<file path="src/rtl/dir_ctl.sv">
// rtl/dir_ctl.sv - cache directory sequencer: sweep clear, lookup, fill, invalidate
module dir_ctl #(
  parameter int ROWS = 128,
  parameter int WAYS = 4
) (
  input  logic        clk,
  input  logic        rst_n,
  input  logic        req_val,
  output logic        req_rdy,
  input  logic [1:0]  req_op,
  input  logic [6:0]  req_adr,
  input  logic [6:0]  req_tag,
  input  logic [1:0]  req_way,
  output logic        rsp_val,
  output logic [1:0]  rsp_op,
  output logic        rsp_hit,
  output logic [1:0]  rsp_way,
  output logic        busy,
  output logic [6:0]  dir_rd_adr,
  input  logic [31:0] dir_rd_dat,
  output logic [3:0]  dir_wr_en,
  output logic [6:0]  dir_wr_adr,
  output logic [31:0] dir_wr_dat
);

  localparam logic [1:0] OP_LOOKUP = 2'b00;
  localparam logic [1:0] OP_FILL   = 2'b01;
  localparam logic [1:0] OP_INV    = 2'b10;
  localparam logic [1:0] OP_INVALL = 2'b11;
  localparam logic [7:0] ROWS_C    = 8'(ROWS);

  typedef enum logic [2:0] {SWEEP, IDLE, RD, CMP, WR, RSP} state_t;

  state_t          state;
  logic [7:0]      cnt;
  logic            sweep_rsp;
  logic [1:0]      op_q;
  logic [6:0]      adr_q;
  logic [6:0]      tag_q;
  logic [1:0]      way_q;
  logic            hit_q;
  logic [1:0]      hit_way_q;
  logic [WAYS-1:0] hit_vec;
  logic [1:0]      low_way;

  // per-way tag match against the row returned by the RAM
  always_comb begin
    hit_vec = '0;
    for (int w = 0; w < WAYS; w++) begin
      hit_vec[w] = dir_rd_dat[8*w+7] && (dir_rd_dat[8*w +: 7] == tag_q);
    end
  end

  // lowest-index matching way reported on multiple hits
  always_comb begin
    low_way = 2'd0;
    for (int w = WAYS - 1; w >= 0; w--) begin
      if (hit_vec[w]) low_way = 2'(w);
    end
  end

  // sequencer: every output is registered for the state being entered
  always_ff @(posedge clk or negedge rst_n) begin
    if (!rst_n) begin
      state      <= SWEEP;
      cnt        <= 8'd0;
      sweep_rsp  <= 1'b0;
      op_q       <= 2'd0;
      adr_q      <= 7'd0;
      tag_q      <= 7'd0;
      way_q      <= 2'd0;
      hit_q      <= 1'b0;
      hit_way_q  <= 2'd0;
      req_rdy    <= 1'b0;
      rsp_val    <= 1'b0;
      rsp_op     <= 2'd0;
      rsp_hit    <= 1'b0;
      rsp_way    <= 2'd0;
      busy       <= 1'b1;
      dir_rd_adr <= 7'd0;
      dir_wr_en  <= 4'd0;
      dir_wr_adr <= 7'd0;
      dir_wr_dat <= 32'd0;
    end else begin
      rsp_val   <= 1'b0;
      dir_wr_en <= 4'd0;
      case (state)
        SWEEP: begin
          if (cnt == ROWS_C) begin
            state     <= IDLE;
            busy      <= 1'b0;
            req_rdy   <= 1'b1;
            sweep_rsp <= 1'b0;
            if (sweep_rsp) begin
              rsp_val <= 1'b1;
              rsp_op  <= OP_INVALL;
              rsp_hit <= 1'b0;
              rsp_way <= 2'd0;
            end
          end else begin
            dir_wr_en  <= 4'hF;
            dir_wr_adr <= cnt[6:0];
            dir_wr_dat <= 32'd0;
            cnt        <= cnt + 8'd1;
          end
        end
        IDLE: begin
          if (req_val && req_rdy) begin
            req_rdy <= 1'b0;
            op_q    <= req_op;
            adr_q   <= req_adr;
            tag_q   <= req_tag;
            way_q   <= req_way;
            case (req_op)
              OP_FILL: begin
                state      <= WR;
                dir_wr_en  <= 4'b0001 << req_way;
                dir_wr_adr <= req_adr;
                dir_wr_dat <= {4{1'b1, req_tag}};
              end
              OP_INVALL: begin
                state     <= SWEEP;
                cnt       <= 8'd0;
                busy      <= 1'b1;
                sweep_rsp <= 1'b1;
              end
              default: begin
                state      <= RD;
                dir_rd_adr <= req_adr;
              end
            endcase
          end
        end
        RD: state <= CMP;
        CMP: begin
          state     <= RSP;
          hit_q     <= |hit_vec;
          hit_way_q <= low_way;
          if (op_q == OP_INV) begin
            dir_wr_en  <= hit_vec;
            dir_wr_adr <= adr_q;
            dir_wr_dat <= 32'd0;
          end
        end
        WR: begin
          state     <= RSP;
          hit_q     <= 1'b0;
          hit_way_q <= way_q;
        end
        RSP: begin
          state   <= IDLE;
          req_rdy <= 1'b1;
          rsp_val <= 1'b1;
          rsp_op  <= op_q;
          rsp_hit <= (op_q == OP_LOOKUP || op_q == OP_INV) ? hit_q : 1'b0;
          rsp_way <= hit_way_q;
        end
        default: begin
          state   <= SWEEP;
          cnt     <= 8'd0;
          busy    <= 1'b1;
          req_rdy <= 1'b0;
        end
      endcase
    end
  end

endmodule

</file>
<file path="config.mk">
export PLATFORM = sky130hd
export DESIGN_NAME = dir_ctl
export DESIGN_NICKNAME = d
export VERILOG_FILES = /design/src/rtl/dir_ctl.sv
export SDC_FILE = /design/constraint.sdc
export NUM_CORES = 1
export LEC_CHECK = 0
export CAP_MARGIN = 15
export CORE_ASPECT_RATIO = 0.75
export CORE_UTILIZATION = 40
export DETAILED_ROUTE_END_ITERATION = 10
export PLACE_DENSITY_LB_ADDON = 0.08
export SLEW_MARGIN = 20
export SYNTH_ARGS = -nofsm -noshare
export SYNTH_HDL_FRONTEND = slang
export SYNTH_SLANG_ARGS = --single-unit
</file>
<file path="constraint.sdc">
create_clock -name clk -period 1.95 [get_ports clk]
set_input_delay 0.39 -clock clk [delete_from_list [all_inputs] [get_ports clk]]
set_output_delay 0.39 -clock clk [all_outputs]
set_load 0.01 [all_outputs]
</file>
==> results of run 1 <==
==> cell families (layout without fill, tap and decap cells) <==
family | count (synthesis) | in the layout | synth area share (%)
AND/OR/NAND/NOR | 139 | 139 | 18.8
AO/OA/AOI/OAI | 71 | 71 | 13.7
flip-flops | 67 | 67 | 46.7
buffers and inverters | 55 | 165 | 8.46
XOR/XNOR | 28 | 28 | 6.82
multiplexers | 15 | 15 | 4.46
adder cells (fa/ha/maj) | 3 | 3 | 1.04
==> per-stage QoR <==
step	setup WS [ps]	power (µW)	hold slack [ps]	TNS, ps	utilization, %
after floorplan	171	4670	94.4	0	-
after global placement	-276	6240	438	-3950	56.2
after detailed placement	-309	6310	438	-4530	56.2
after CTS	26.9	8060	87.4	0	59.8
after global routing	-2.88	8610	112	-5.63	60.2
final	76.3	8080	74.2	0	60.2
==> synthesized netlist by cell type (all sizes together) (4+ instances only) <==
| library cell | n |
|---|---|
| nand2b | 5 |
| a31oi | 4 |
| nand4 | 6 |
| mux2i | 7 |
| mux2 | 8 |
| nor2 | 15 |
| nand2 | 77 |
| inv | 9 |
| a21oi | 10 |
| a32o | 8 |
| buf | 32 |
| nor4 | 4 |
| a22o | 5 |
| xor2 | 12 |
| xnor2 | 16 |
| dfrtp | 66 |
| o21ai | 22 |
| or3 | 5 |
| nand3 | 9 |
| clkbuf | 14 |
| and3 | 4 |
==> final cells by class <==
| cell class | count | share of cell area (%) |
|---|---|---|
| flip-flops and latches | 67 | 32.4 |
| multi-input cells | 256 | 31.9 |
| repair buffers | 140 | 26.5 |
| clock buffers | 11 | 4.49 |
| well taps | 108 | 2.61 |
| clock inverters | 5 | 1.50 |
| inverters | 9 | 0.652 |
==> routing by layer <==
layer | track usage [%] | share of wire, % | vias up
met2 | 31.8 | 44 | 94
li1 | - | - | 1494
met3 | 5.37 | 5.5 | 14
met5 | 0 | 0 | -
met4 | 7.62 | 1.5 | 0
met1 | 29.6 | 49 | 1464
==> worst paths after layout <==
| path | slack, ps | end | cells after the start |
|---|---|---|---|
| setup / recovery | 80 | dir_wr_dat[29] | 5 |
| hold / removal | 70 | cnt[5] | 2 |
| setup reg to reg | 80 | cnt[0] | 6 |
| hold reg to reg | 470 | adr_q[4] | 2 |
| max in group asynchronous | 1570 | busy | 2 |
| min in group clk | 470 | adr_q[4] | 2 |
==> power by group through the flow <==
stage               logic [µW]  clock network (µW)  registers, µW
finish                    3940                1700           2440
global placement          3800                   0           2440
floorplan                 2250                   0           2420
CTS                       3890                1730           2450
detailed placement        3850                   0           2460
global route              4280                1810           2520
==> registers in the layout (all words and copies together), names as in the netlist, 2 cells and up <==
name and flops:
rsp_way 2, rsp_op 2, cnt 8, dir_wr_adr 7
state 3, dir_wr_dat 8, tag_q 7, dir_wr_en 4
hit_way_q 2, way_q 2, adr_q 7, dir_rd_adr 7
op_q 2
==> key figures, run 1 <==
Final layout
  – Area grow syn2layout: 44.0%
  – Most frequent cells in the layout: clkdlybuf4s50_1 (109), nand2_1 (77), dfrtp_1 (66)
  – Footprint of the multi-input gates: 0.00165 mm²
  – Final std cells w/o fill: 596
  – Seq. cell area: 0.00168 mm²
  – Most common cell after layout, fill and taps aside: clkdlybuf4s50_1
  – Nets: 539
  – Filler instances: 748
  – Layout cells sized above 1: 14.8%
  – Post-route cell area: 0.00518 mm²
  – Number of diodes: 0

Place
  – GPL Wtd Cong: 0.808
  – Port bufs: 110
  – DP Area: 0.00483 mm²
  – Placed Instances: 580
  – Hpwl dp: 6.94 mm

Detailed routing
  – Final WL: 9.35 mm
  – WL/cell: 15.7 µm
  – Via density: 5.14
  – Initial DRT Pass Iterations: 7
  – Final ANT Viol Nets: 0
  – Vias: 3066
  – DRT iter0 DRCs: 174
  – Drt drc: 2

Power
  – Comb pwr share: 48.7%
  – Internal: 5180 µW
  – Clk pwr share: 21.0%
  – P_sw: 2900 µW
  – Power per cell area: 1560 mW/mm²
  – VDD IR max: 0.748 mV
  – Switching part of the total power: 35.9%
  – Sequential power share: 30.2%
  – Leak: 0.00227 µW

Critical path
  – Critical path required time: 2160 ps
  – Crit path capture type: flip-flop
  – Worst R2R Start: state[1]
  – Crit path max-delay family: compound AO/OA/AOI/OAI gates
  – Crit path DAT: 2090 ps
  – CP Cell Sequence: clkdlybuf4s50_1, nand2b_1, a221o_1, a211o_4, a32o_1
  – Slowest cell on crit path: clkdlybuf4s50_1
  – WS Path Type: input pin to flip-flop
  – Slowest stage delay, CP: 470 ps
  – Setup crit start: req_op[1]
  – Buf+Inv Stages, Crit Path: 1
  – CP Max Fanout: 22
  – Worst setup SP type: input pin

Clock tree
  – H-tree levels: 3
  – Post-CTS Setup Inserts: 0
  – CTS Buffer Depth: 2
  – Latest clock arrival within the worst-skew pair: 330 ps
  – Clock slew at reported path FFs: 50 ps
  – PostCTS Resize Cnt: 0
  – Total CTS buffers: 9
  – TritonCTS clock tree: built
  – Clock Sinks: 67
  – Hold_buf cts: 0
  – Root buffer cell: clkbuf_16

Timing
  – F_max: 534 MHz
  – Worst slew margin: 69.2%
  – Post-route minimum period: 1870 ps
  – RSZ-0062 raised after global routing: true
  – Worst Max-Slew Pin Slew: 460 ps
  – Final Hold Viols: 0
  – Final max-slew violation count: 0
  – Max Clock Skew: 4.96 ps
  – Setup violators final: 0
  – Fin crit share: 96.1%

Yosys
  – Synth cell types: 54
  – #FFs+latches synth: 67
  – Post-Syn Nets: 434
  – Prevailing post-synth register cell: dfrtp_1
  – Synthesized area per cell: 9.51 µm²
  – EDFF count, synth: 0
  – Yosys warns: 0
  – Yosys top cell area share: 45.9%
  – Leading post-synthesis cells by cell area: dfrtp_1 (46%), nand2_1 (8.0%), buf_4 (5.0%)
  – Register area share after synthesis: 46.7%
  – Share of flip-flops with an asynchronous set or reset: 100%
  – Mapped Area: 0.00359 mm²
  – Largest area contributor in the netlist: dfrtp_1
  – Syn Inst Count: 378

GRT
  – Grt total ovfl: 0
  – Largest net degree at the start of global routing: 68
  – Vias in the first global route: 3078
  – Initial antenna violation count: 0
  – First-pass GRT wire length: 15.5 mm
  – GRT Total Usage: 21.2%

Floorplan
  – Width of the die: 111 µm
  – I/O Pins: 111
  – Initial Utilization: 41.8%
  – Site Rows: 29
  – CORE AREA: 0.00860 mm²
  – Die Y-Extent: 84.1 µm
  – DIE AREA: 0.00937 mm²

Run status
  – Failing checks: DRC
  – Status: complete, but fails checks

Job
  – Max_cap viols: 0

Min path
  – Path category of the worst min-delay check: input pin to async pin
No activity file was read; power rests on OpenSTA's default activity.
==> inputs of run 2 (changes only) <==
Settings changed: ABC_CLOCK_PERIOD_IN_PS set to 1950.
==> results of run 2 <==
Final layout, timing and power as in run 1 (identical DEF).
